<file path="src/rtl/frame_accum_bcd_display_pkg.sv">
// Shared seven-segment types, segment table, FSM states and sizing helpers
// for the frame accumulator display path.
package seg7_pkg;

   typedef logic [6:0] seg7_t;
   typedef logic [3:0] bcd_t;

   typedef enum logic [1:0] {ACCUM, CONVERT, OUTPUT} state_t;

   localparam seg7_t SEG7_BLANK = 7'b0000000;

   // Segment order a..g from bit 6 down to bit 0
   localparam seg7_t SEG7_LUT [10] = '{
      7'b1111110, 7'b0110000, 7'b1101101, 7'b1111001, 7'b0110011,
      7'b1011011, 7'b1011111, 7'b1110000, 7'b1111111, 7'b1110011
   };

   function automatic logic [63:0] pow10(input int d);
      logic [63:0] p;
      p = 64'd1;
      for (int i = 0; i < d; i++) p = p * 64'd10;
      return p;
   endfunction

   // Decimal digits needed to hold any wsum-bit value, never fewer than d
   function automatic int bcd_digits(input int wsum, input int d);
      int need;
      need = (wsum * 30103 + 99999) / 100000 + 1;
      return (need > d) ? need : d;
   endfunction

   function automatic seg7_t seg7_encode(input bcd_t digit);
      return (digit <= 4'd9) ? SEG7_LUT[digit] : SEG7_BLANK;
   endfunction

endpackage

</file>
<file path="src/rtl/frame_accum_bcd_display_bin2bcd.sv">
// Sequential shift-add-3 binary to BCD converter: one iteration per cycle,
// WIN iterations after the start cycle loads the operand.
module bin2bcd_seq
   import seg7_pkg::*;
#(
   parameter int WIN  = 12,
   parameter int DOUT = 4
)(
   input  logic              clk,
   input  logic              rst,
   input  logic              start,
   input  logic [WIN-1:0]    bin,
   output logic              busy,
   output logic              done,
   output logic [4*DOUT-1:0] bcd
);

   localparam int NW = bcd_digits(WIN, DOUT);
   localparam int IW = (WIN > 1) ? $clog2(WIN) : 1;

   logic [WIN-1:0]  shreg;
   logic [4*NW-1:0] work;
   logic [4*NW-1:0] adj;
   logic [IW-1:0]   iter;

   always_comb begin
      adj = work;
      for (int i = 0; i < NW; i++) begin
         if (work[4*i +: 4] >= 4'd5) adj[4*i +: 4] = work[4*i +: 4] + 4'd3;
      end
   end

   assign done = busy && (iter == IW'(WIN - 1));
   assign bcd  = work[4*DOUT-1:0];

   always_ff @(posedge clk) begin
      if (rst) begin
         busy  <= 1'b0;
         iter  <= '0;
         shreg <= '0;
         work  <= '0;
      end else if (start) begin
         busy  <= 1'b1;
         iter  <= '0;
         shreg <= bin;
         work  <= '0;
      end else if (busy) begin
         work  <= {adj[4*NW-2:0], shreg[WIN-1]};
         shreg <= shreg << 1;
         iter  <= iter + IW'(1);
         if (done) busy <= 1'b0;
      end
   end

endmodule

</file>
<file path="src/rtl/frame_accum_bcd_display.sv">
// Frame accumulator feeding a BCD converter and seven-segment encoder with
// overflow saturation and optional leading-zero blanking.
module frame_accum_bcd_display
   import seg7_pkg::*;
#(
   parameter int W              = 8,
   parameter int N              = 16,
   parameter int D              = 4,
   parameter int BLANK_LZ       = 1,
   parameter int SEG_ACTIVE_LOW = 0
)(
   input  logic               clk,
   input  logic               rst,
   input  logic [W-1:0]       s_data,
   input  logic               s_valid,
   input  logic               s_last,
   output logic               s_ready,
   output logic [D-1:0][6:0]  m_data,
   output logic               m_ovf,
   output logic               m_valid,
   input  logic               m_ready
);

   localparam int          W_SUM     = W + $clog2(N);
   localparam int          CW        = $clog2(N);
   localparam logic [63:0] OVF_LIMIT = pow10(D) - 64'd1;

   state_t            state;
   state_t            state_next;
   logic [CW-1:0]     cnt;
   logic [W_SUM-1:0]  sum;
   logic              ovf;
   logic              accept;
   logic              frame_end;
   logic              start;
   logic              busy;
   logic              done;
   logic [4*D-1:0]    bcd;
   logic              seen;
   bcd_t              digit;
   seg7_t             seg;

   assign accept    = s_valid && s_ready;
   assign frame_end = s_last || (cnt == CW'(N - 1));
   assign m_ovf     = ovf;

   always_comb begin
      state_next = state;
      s_ready    = 1'b0;
      m_valid    = 1'b0;
      start      = 1'b0;
      case (state)
         ACCUM: begin
            s_ready = !rst;
            if (s_valid && !rst && frame_end) state_next = CONVERT;
         end
         CONVERT: begin
            start = !busy;
            if (done) state_next = OUTPUT;
         end
         OUTPUT: begin
            m_valid = !rst;
            if (m_ready) state_next = ACCUM;
         end
         default: state_next = ACCUM;
      endcase
   end

   always_ff @(posedge clk) begin
      if (rst) begin
         state <= ACCUM;
         cnt   <= '0;
         sum   <= '0;
         ovf   <= 1'b0;
      end else begin
         state <= state_next;
         if (accept) begin
            sum <= (cnt == '0) ? W_SUM'(s_data) : sum + W_SUM'(s_data);
            cnt <= frame_end ? '0 : cnt + CW'(1);
         end
         // Start cycle sees the completed frame sum
         if (start) ovf <= (64'(sum) > OVF_LIMIT);
      end
   end

   bin2bcd_seq #(
      .WIN  (W_SUM),
      .DOUT (D)
   ) u_bin2bcd (
      .clk   (clk),
      .rst   (rst),
      .start (start),
      .bin   (sum),
      .busy  (busy),
      .done  (done),
      .bcd   (bcd)
   );

   // Walk from the top digit down so blanking stops at the first nonzero digit
   always_comb begin
      seen   = 1'b0;
      digit  = '0;
      seg    = SEG7_BLANK;
      m_data = '0;
      for (int i = D - 1; i >= 0; i--) begin
         digit = bcd[4*i +: 4];
         seen  = seen | (digit != 4'd0);
         if (ovf)                                     seg = SEG7_LUT[9];
         else if ((BLANK_LZ != 0) && !seen && i != 0) seg = SEG7_BLANK;
         else                                         seg = seg7_encode(digit);
         if (state != OUTPUT) seg = SEG7_BLANK;
         m_data[i] = (SEG_ACTIVE_LOW != 0) ? ~seg : seg;
      end
   end

endmodule

</file>
<file path="config.mk">
export PLATFORM = sky130hd
export DESIGN_NAME = frame_accum_bcd_display
export DESIGN_NICKNAME = d
export VERILOG_FILES = /design/src/rtl/frame_accum_bcd_display_pkg.sv /design/src/rtl/frame_accum_bcd_display_bin2bcd.sv /design/src/rtl/frame_accum_bcd_display.sv
export SDC_FILE = /design/constraint.sdc
export NUM_CORES = 1
export LEC_CHECK = 0
export CAP_MARGIN = 0
export CORE_UTILIZATION = 50
export CTS_CLUSTER_DIAMETER = 30
export DETAILED_ROUTE_END_ITERATION = 16
export GPL_TIMING_DRIVEN = 0
export PLACE_DENSITY = 0.84
export SETUP_SLACK_MARGIN = 0.2
export SYNTH_ARGS = -nofsm -noshare
export SYNTH_HDL_FRONTEND = slang
export SYNTH_SLANG_ARGS = --single-unit
</file>
<file path="constraint.sdc">
create_clock -name clk -period 2.7 [get_ports clk]
set_input_delay 0.54 -clock clk [delete_from_list [all_inputs] [get_ports clk]]
set_output_delay 0.54 -clock clk [all_outputs]
set_load 0.02 [all_outputs]
</file>
==> flow_metrics.env, run 1 <==
export IMPL_dp_cells=602
export IMPL_io_buffers=42
export IMPL_cts_inserted_buffers=5
export IMPL_worstHoldPathType="flip-flop to flip-flop"
export IMPL_dp_hpwl_mm=6.07
export IMPL_final_common_cell="a21oi_1"
export IMPL_synth_cell_types=42
export IMPL_multi_input_area_um2=2440
export IMPL_synthCells=464
export IMPL_status="finished, final reports clean"
export IMPL_die_width_um=85.9
export IMPL_layout_common_cells="a21oi_1, nand2_1, nor2_1"
export IMPL_htree_num_levels=2
export IMPL_fin_cells=621
export IMPL_crit_slowest_cell="dfxtp_4"
export IMPL_drtAntennaViolNets=0
export IMPL_hold_ws_ps=498
export IMPL_detail_route_wl_per_cell_um=13.9
export IMPL_fill_cells=565
export IMPL_diodes=0
export IMPL_antenna_found_initial=0
export IMPL_worst_pin_slew_ps=547
export IMPL_synthArstFlopShare_pct=0
export IMPL_synth_top_cell_by_area="dfxtp_1"
export IMPL_finish_utilization_pct=63.4
export IMPL_reg2reg_slack_ps=630
export IMPL_slew_viol_final=0
export IMPL_min_path_cells=2
export IMPL_fp_row_count=30
export IMPL_die_h_um=85.9
export IMPL_dr_pass1_iters=4
export IMPL_routed_via_density=5.49
export IMPL_avgSynthCellArea_um2=7.59
export IMPL_critPathKind="flip-flop to output pin"
export IMPL_fin_setup_tns_ps=0
export IMPL_maxSlewHeadroom_pct=63.6
export IMPL_synth_edf_count=0
export IMPL_setup_viol=0
export IMPL_wl_mm=8.63
export IMPL_ctsLongestPathBuffers=2
export IMPL_start_util_pct=51.9
export IMPL_ys_ff_latch=51
export IMPL_coreArea_um2=6790
export IMPL_seq_area_um2=1040
export IMPL_gp_congestion=0.921
export IMPL_via_count=3411
export IMPL_setup_worst_path_start_class="flip-flop"
export IMPL_peakVddDrop_mv=0.258
export IMPL_met2_wirelength_mm=4.38
export IMPL_cp_end_kind="output pin"
export IMPL_yosysTopAreaCellShare_pct=29.0
export IMPL_yosysSeqAreaShare_pct=29.0
export IMPL_rsz0062_at_grt="yes"
export IMPL_dieArea_um2=7390
export IMPL_maxCapViolCount=0
export IMPL_area_growth_pct=22.3
export IMPL_grt_use_total_pct=22.9
export IMPL_max_freq_mhz=379
export IMPL_postPlaceCellArea_um2=4060
export IMPL_syn_nets=517
export IMPL_final_min_clock_period_ps=2640
export IMPL_cp_max_fo=5
export IMPL_worstHoldEndpoint="sum[11]$_SDFFE_PP0P_"
export IMPL_ios=44
export IMPL_p_per_area_nw_per_um2=345
export IMPL_crit_buf_inv=4
export IMPL_highest_layer="met4"
export IMPL_design_area_um2=4310
export IMPL_fin_nets=578
export IMPL_netlist_area_um2=3520
export IMPL_grt_max_degree=15
export IMPL_ys_warn_count=0
export IMPL_crit_family="buffers and inverters"
export IMPL_post_route_period_util_pct=97.8
export IMPL_skew_ps=4.93
export IMPL_wl_met3_um=255
export IMPL_crit_arrival_ps=2100
export IMPL_root_buffer="clkbuf_8"
export IMPL_grt_pass1_vias=3116
export IMPL_crit_top_cell="buf_4"
export IMPL_cp_cell_sequence="inv_4 -> ha_4 -> nor2b_4 -> nand4_1 -> o311ai_4 -> buf_4 -> buf_6 -> a21oi_2 -> buf_4"
export IMPL_drt_met1_wl_mm=3.91
export IMPL_rr_startpoint="sum[0]$_SDFFE_PP0P_"
export IMPL_netlist_top_cells_area="dfxtp_1, ha_1, a21oi_1"
export IMPL_clk_latency_ps=300
export IMPL_drc_errors=0
export IMPL_drtIter0Drc=136
export IMPL_globalRoute_totalOverflow=0
export IMPL_worstPathRequired_ps=2160
export IMPL_slowest_delay_ps=380
export IMPL_ys_flop_type="dfxtp_1"
export IMPL_grt_pass1_wl_mm=13.9
export IMPL_cts_tree="yes"
export IMPL_hp_start="sum[11]$_SDFFE_PP0P_"
export IMPL_power_leakage_nw=1.71
export IMPL_path_clk_slew_ps=90
export IMPL_drive_above_1_share_pct=18.9
export IMPL_finalHoldViolCount=0
export IMPL_reg2regPathDepth=8
export IMPL_cts_sinks=51
export IMPL_r2r_end="sum[6]$_SDFFE_PP0P_"
## report_power, final
| group | internal (W) | switching (W) |
|---|---|---|
| clock network | 0.000202 | 0.000244 |
| logic | 0.0000988 | 0.000150 |
| registers | 0.000769 | 0.0000222 |
| total | 0.00107 | 0.000416 |
## synth_stat cells, drive strengths merged, types with 2 or more instances
master	number
a21o	5
a31oi	8
xnor2	10
nand2b	14
nand2	57
nor3	8
buf	7
nand3	14
a32oi	5
and2	2
clkbuf	16
mux2i	11
xor2	6
mux2	3
o211ai	6
o21ai	28
inv	21
a211oi	11
ha	39
or3	3
a21oi	63
nor2b	7
nand4	4
dfxtp	51
nor2	52
## area by class of cell
cell class,count,area share [%]
inverters,22,2.09
well taps,96,2.79
clock inverters,1,0.116
repair buffers,54,9.93
clock buffers,6,1.92
multi-input cells,368,56.5
flip-flops and latches,51,24.2
plain buffers,23,2.44
## flip-flops by register name, indices dropped and copies added (netlist names)
signal           cells
u_bin2bcd.work      16
state                2
sum                 12
cnt                  4
u_bin2bcd.shreg     12
u_bin2bcd.iter       4
u_bin2bcd.busy       1
## how the worst max path moves through the flow
stage | cells after the start | start | slack (ps) | endpoint
final | 9 | u_bin2bcd.work[13]$_SDFFE_PP0P_ | 60 | m_data[11]
after floorplan | 6 | u_bin2bcd.work[12]$_SDFFE_PP0P_ | 370 | m_data[16]
after CTS | 7 | u_bin2bcd.work[13]$_SDFFE_PP0P_ | 60 | m_data[17]
after global routing | 9 | u_bin2bcd.work[13]$_SDFFE_PP0P_ | 10 | m_data[11]
after detailed placement | 7 | u_bin2bcd.work[12]$_SDFFE_PP0P_ | -180 | m_data[17]
after global placement | 7 | u_bin2bcd.work[12]$_SDFFE_PP0P_ | -160 | m_data[16]
## kinds of logic (layout without fill, tap and decap cells)
kind of cell	count (synthesis)	count (layout)	synth area share (%)
xor+xnor	16	16	3.98
compound gates	131	131	21.8
simple gates	166	166	21.5
fa+ha+maj	40	40	14.4
mux	14	14	4.08
buf+inv	45	106	5.11
other cells	1	1	0.106
flops	51	51	29.0
## routing by layer
layer,GRT usage [%],up-vias
met2,41.6,71
met4,7.12,0
met3,2.79,11
met1,28.1,1607
met5,0,-
li1,-,1722
## timing repair
action / in CTS / in global routing
pin swaps: 3 / 4
setup buffers: 5 / 7
cloned: 0 / 0
hold buffers: 0 / 0
setup endpoints to repair: 29 / 30
gates resized for setup: 104 / 64
## stage by stage
stage	power, W	setup slack [ps]
finish	0.00149	60.2
global route	0.00155	13.0
CTS	0.00149	57.5
detailed placement	0.00105	-182
global placement	0.00104	-156
floorplan	0.000979	371
## worst min-delay path, stage by stage (launching register included)
cell and delay (ps):
dfxtp_1 330, o21ai_0 70, a21oi_1 60
No activity file was read; power rests on OpenSTA's default activity.
==> run 2: changes to the inputs <==
Settings changed: CAP_MARGIN 0 to default, CORE_UTILIZATION 50 to 41, PLACE_DENSITY 0.84 to 0.73.
==> flow_metrics.env, run 2 (synthesis gave the netlist of run 1 again) <==
export IMPL_status="finished, final reports clean"
export IMPL_maxCapViolCount=0
export IMPL_top_register="u_bin2bcd.work"
export IMPL_critPathKind="flip-flop to output pin"
export IMPL_layout_common_cells="a21oi_1, nand2_1, nor2_1"
export IMPL_grt_pass1_wl_mm=13.8
export IMPL_worst_pin_slew_ps=616
export IMPL_die_h_um=94.7
export IMPL_drtIter0Drc=230
export IMPL_p_per_area_nw_per_um2=382
export IMPL_drtAntennaViolNets=0
export IMPL_htree_num_levels=2
export IMPL_reg2reg_slack_ps=710
export IMPL_dr_pass1_iters=4
export IMPL_drt_met1_wl_mm=3.97
export IMPL_fp_row_count=33
export IMPL_postPlaceCellArea_um2=4080
export IMPL_met2_wirelength_mm=4.20
export IMPL_coreArea_um2=8260
export IMPL_holdBufCountCts=0
export IMPL_area_growth_pct=24.2
export IMPL_cts_tree="yes"
export IMPL_reg_largest_list="u_bin2bcd.work (16), sum (12), u_bin2bcd.shreg (12)"
export IMPL_wl_met3_um=171
export IMPL_cp_max_fo=6
export IMPL_io_buffers=42
export IMPL_antenna_found_initial=0
export IMPL_finalHoldViolCount=0
export IMPL_post_route_period_util_pct=94.4
export IMPL_power_leakage_nw=1.76
export IMPL_wl_mm=8.47
export IMPL_fin_ws_ps=151
export IMPL_rsz0062_at_grt="yes"
export IMPL_grt_use_total_pct=19.4
export IMPL_highest_layer="met4"
export IMPL_max_freq_mhz=392
export IMPL_total_power_w=0.00167
export IMPL_ios=44
export IMPL_die_width_um=94.7
export IMPL_pre_cts_slack_ps=-248
export IMPL_clk_latency_ps=310
export IMPL_final_min_clock_period_ps=2550
export IMPL_cp_end_kind="output pin"
export IMPL_crit_arrival_ps=2010
export IMPL_setup_worst_path_start_class="flip-flop"
export IMPL_diodes=0
export IMPL_finish_utilization_pct=53.0
export IMPL_drc_errors=0
export IMPL_ctsLongestPathBuffers=2
export IMPL_fin_nets=578
export IMPL_rr_startpoint="sum[0]$_SDFFE_PP0P_"
export IMPL_gp_congestion=0.878
export IMPL_globalRoute_totalOverflow=0
export IMPL_skew_ps=11.8
export IMPL_via_count=3412
export IMPL_maxSlewHeadroom_pct=58.9
export IMPL_worstHoldPathType="flip-flop to flip-flop"
export IMPL_routed_via_density=5.41
export IMPL_cts_inserted_buffers=5
export IMPL_detail_route_wl_per_cell_um=13.4
export IMPL_hp_start="u_bin2bcd.shreg[7]$_SDFFE_PP0P_"
export IMPL_cts_sinks=51
export IMPL_start_util_pct=42.7
export IMPL_worstPathRequired_ps=2160
export IMPL_slew_viol_final=0
export IMPL_peakVddDrop_mv=0.222
export IMPL_path_clk_slew_ps=90
export IMPL_setup_viol=0
export IMPL_critPathLaunch="u_bin2bcd.work[13]$_SDFFE_PP0P_"
export IMPL_drive_above_1_share_pct=19.0
export IMPL_root_buffer="clkbuf_8"
export IMPL_design_area_um2=4380
export IMPL_grt_pass1_vias=3214
export IMPL_grt_max_degree=17
export IMPL_final_common_cell="a21oi_1"
export IMPL_largest_reg_flops=16
export IMPL_dieArea_um2=8970
export IMPL_dp_hpwl_mm=6.04
-- run 2: cell types whose count changed in the layout (fill, tap and decap cells not counted), sizes merged --
cell | previous run | this run
clkinvlp | 0 | 1
dlymetal6s2s | 0 | 1
clkinv | 2 | 1
clkbuf | 31 | 33
clkdlybuf4s50 | 13 | 12
buf | 31 | 27
dlygate4sd2 | 1 | 2
bufinv | 0 | 2
-- run 2: final cells by class --
| cell class | instances | area, um2 |
|---|---|---|
| Tap cell | 105 | 131 |
| Fill cell | 778 | 3880 |
| Multi-Input combinational cell | 368 | 2440 |
| Inverter | 22 | 87.6 |
| Clock inverter | 3 | 67.6 |
| Clock buffer | 5 | 68.8 |
| Timing Repair Buffer | 54 | 437 |
| Buffer | 23 | 106 |
| Sequential cell | 51 | 1040 |
-- run 2: metrics by stage --
step                hold WS, ps  cells  setup TNS (ps)
floorplan                   455    464               0
global placement            461    611           -1310
detailed placement          472    611           -2890
CTS                         495    630               0
global route                534    631               0
finish                      492    631               0
-- run 2: metal layers --
metal  vias to the layer above  GRT usage [%]
li1                       1728              -
met1                      1627           24.3
met2                        44           33.6
met3                        13           3.30
met4                         0           6.44
met5                         -              0
-- run 2: timing repair --
| item | CTS | global route |
|---|---|---|
| pin swaps | 6 | 1 |
| setup buffers | 11 | 1 |
| gates resized for setup | 122 | 44 |
| setup endpoints to repair | 29 | 31 |
-- run 2: final timing paths --
| kind | endpoint | cells after the start |
|---|---|---|
| max | m_data[10] | 8 |
| min | u_bin2bcd.shreg[8]$_SDFFE_PP0P_ | 2 |
| max reg2reg | sum[10]$_SDFFE_PP0P_ | 8 |
| min reg2reg | u_bin2bcd.shreg[8]$_SDFFE_PP0P_ | 2 |
-- run 2: critical path, cell delays in order (launching register included) --
cell and delay, ps:
dfxtp_4 370, inv_4 70, ha_4 130, nor2b_4 150
nand4_1 210, o311ai_4 390, buf_4 180, a211oi_2 30
buf_4 180
-- run 2: power by group --
part | leakage, nW | switching [W] | total, W | internal (W)
sequential | 0.419 | 0.0000201 | 0.000789 | 0.000769
clock | 0.0644 | 0.000265 | 0.000635 | 0.000370
combinational | 1.28 | 0.000148 | 0.000247 | 0.0000990
total | 1.76 | 0.000433 | 0.00167 | 0.00124
==> run 3: changes to the inputs <==
Clock period 2.7 ns to 2.9 ns, I/O delays scaled along.
==> flow_metrics.env, run 3 (synthesis gave the netlist of run 1 again) <==
export IMPL_post_route_period_util_pct=91.7
export IMPL_worstPathRequired_ps=2320
export IMPL_swShare_pct=26.0
export IMPL_grt_pass1_vias=3132
export IMPL_fp_row_count=33
export IMPL_max_freq_mhz=376
export IMPL_peakVddDrop_mv=0.208
export IMPL_grt_pass1_wl_mm=13.5
export IMPL_cp_max_fo=6
export IMPL_detail_route_wl_per_cell_um=13.4
export IMPL_status="finished, final reports clean"
export IMPL_via_count=3409
export IMPL_skew_ps=8.92
export IMPL_busiest_layer="met2"
export IMPL_p_switching_w=0.000405
export IMPL_fill_cells=804
export IMPL_ios=44
export IMPL_power_leakage_nw=1.79
export IMPL_worstHoldPathType="flip-flop to flip-flop"
export IMPL_grt_use_met1_pct=23.9
export IMPL_area_growth_pct=24.1
export IMPL_combPwrFrac_pct=14.7
export IMPL_io_buffers=42
export IMPL_diodes=0
export IMPL_routed_via_density=5.40
export IMPL_p_per_area_nw_per_um2=356
export IMPL_root_buffer="clkbuf_8"
export IMPL_critPathKind="flip-flop to output pin"
export IMPL_slew_viol_final=0
export IMPL_fin_setup_tns_ps=0
export IMPL_reg_largest_list="u_bin2bcd.work (16), sum (12), u_bin2bcd.shreg (12)"
export IMPL_grt_use_total_pct=19.0
export IMPL_globalRoute_totalOverflow=0
export IMPL_drtIter0Drc=224
export IMPL_clkPwrFrac_pct=38.2
export IMPL_setup_viol=0
export IMPL_setup_worst_path_start_class="flip-flop"
export IMPL_cts_tree="yes"
export IMPL_coreArea_um2=8260
export IMPL_worst_pin_slew_ps=583
export IMPL_clk_latency_ps=310
export IMPL_cts_inserted_buffers=5
export IMPL_finalHoldViolCount=0
export IMPL_layout_common_cells="a21oi_1, nand2_1, nor2_1"
export IMPL_grt_max_degree=17
export IMPL_crit_arrival_ps=2080
export IMPL_largest_reg_flops=16
export IMPL_maxCapViolCount=0
export IMPL_dieArea_um2=8970
export IMPL_intPower_w=0.00115
export IMPL_met2_usage_pct=32.8
export IMPL_maxSlewHeadroom_pct=61.1
export IMPL_finish_utilization_pct=52.9
export IMPL_final_min_clock_period_ps=2660
export IMPL_dr_pass1_iters=4
export IMPL_drtAntennaViolNets=0
export IMPL_cp_end_kind="output pin"
export IMPL_wl_mm=8.49
export IMPL_htree_num_levels=2
export IMPL_ctsLongestPathBuffers=2
export IMPL_dp_hpwl_mm=6.04
export IMPL_p_seq_share_pct=47.2
export IMPL_drc_errors=0
export IMPL_path_clk_slew_ps=90
export IMPL_antenna_found_initial=0
export IMPL_start_util_pct=42.7
export IMPL_final_common_cell="a21oi_1"
export IMPL_gp_congestion=0.878
export IMPL_grt_use_met3_pct=3.30
export IMPL_top_register="u_bin2bcd.work"
export IMPL_die_h_um=94.7
export IMPL_drive_above_1_share_pct=14.8
export IMPL_fin_nets=578
export IMPL_cts_sinks=51
export IMPL_die_width_um=94.7
export IMPL_rsz0062_at_grt="yes"
## run 3: worst paths after layout
| kind | start | endpoint | slack, ps | depth (start not counted) |
|---|---|---|---|---|
| worst min register to register | u_bin2bcd.shreg[7]$_SDFFE_PP0P_ | u_bin2bcd.shreg[8]$_SDFFE_PP0P_ | 490 | 2 |
| worst max-delay path | u_bin2bcd.work[12]$_SDFFE_PP0P_ | m_data[26] | 240 | 8 |
| worst min-delay path | u_bin2bcd.shreg[7]$_SDFFE_PP0P_ | u_bin2bcd.shreg[8]$_SDFFE_PP0P_ | 490 | 2 |
| worst max register to register | sum[0]$_SDFFE_PP0P_ | sum[10]$_SDFFE_PP0P_ | 810 | 8 |
## run 3: what timing repair did
action	4_1_cts	5_1_grt
setup endpoints to repair	29	22
endpoints found under the hold margin	0	0
pin swaps	2	4
buffers inserted	4	8
resized for setup	82	35
hold buffers	0	0
## run 3: final cells by class
| type | count | area, um2 | share of cell area, % |
|---|---|---|---|
| inverters | 22 | 90.1 | 2.06 |
| flip-flops and latches | 51 | 1040 | 23.8 |
| repair buffers | 54 | 470 | 10.8 |
| well taps | 105 | 131 | 3.01 |
| clock inverters | 3 | 67.6 | 1.55 |
| plain buffers | 23 | 104 | 2.38 |
| multi-input cells | 368 | 2400 | 54.9 |
| clock buffers | 5 | 68.8 | 1.57 |
## run 3: power groups by stage
stage,Combinational (W),Sequential (W),Clock [W]
floorplan,0.000163,0.000748,0
global placement,0.000220,0.000754,0
detailed placement,0.000224,0.000754,0
CTS,0.000227,0.000738,0.000606
global route,0.000255,0.000737,0.000643
finish,0.000228,0.000735,0.000594
## run 3: layer usage
metal	part of all wire, %	vias up
met3	3.4	13
met1	46	1607
met2	49	56
li1	-	1733
met4	1.7	0
met5	0	-
## run 3: per-stage QoR
stage | setup WS (ps) | hold WS [ps] | cells | power (W) | cell area (um2)
floorplan | 531 | 455 | 464 | 0.000911 | 3520
detailed placement | -88.4 | 472 | 611 | 0.000978 | 4080
CTS | 53.6 | 495 | 623 | 0.00157 | 4260
global placement | -3.37 | 461 | 611 | 0.000974 | 4080
global route | 119 | 535 | 631 | 0.00164 | 4370
finish | 239 | 492 | 631 | 0.00156 | 4370
## run 3: worst max-delay path, cell delays in order (launching register included)
cell           delay (ps)
dfxtp_4               390
inv_4                  50
buf_4                 120
ha_1                  250
o211ai_1              240
o21ai_0               120
nand2_1               210
a31oi_1                70
dlygate4sd2_1         330
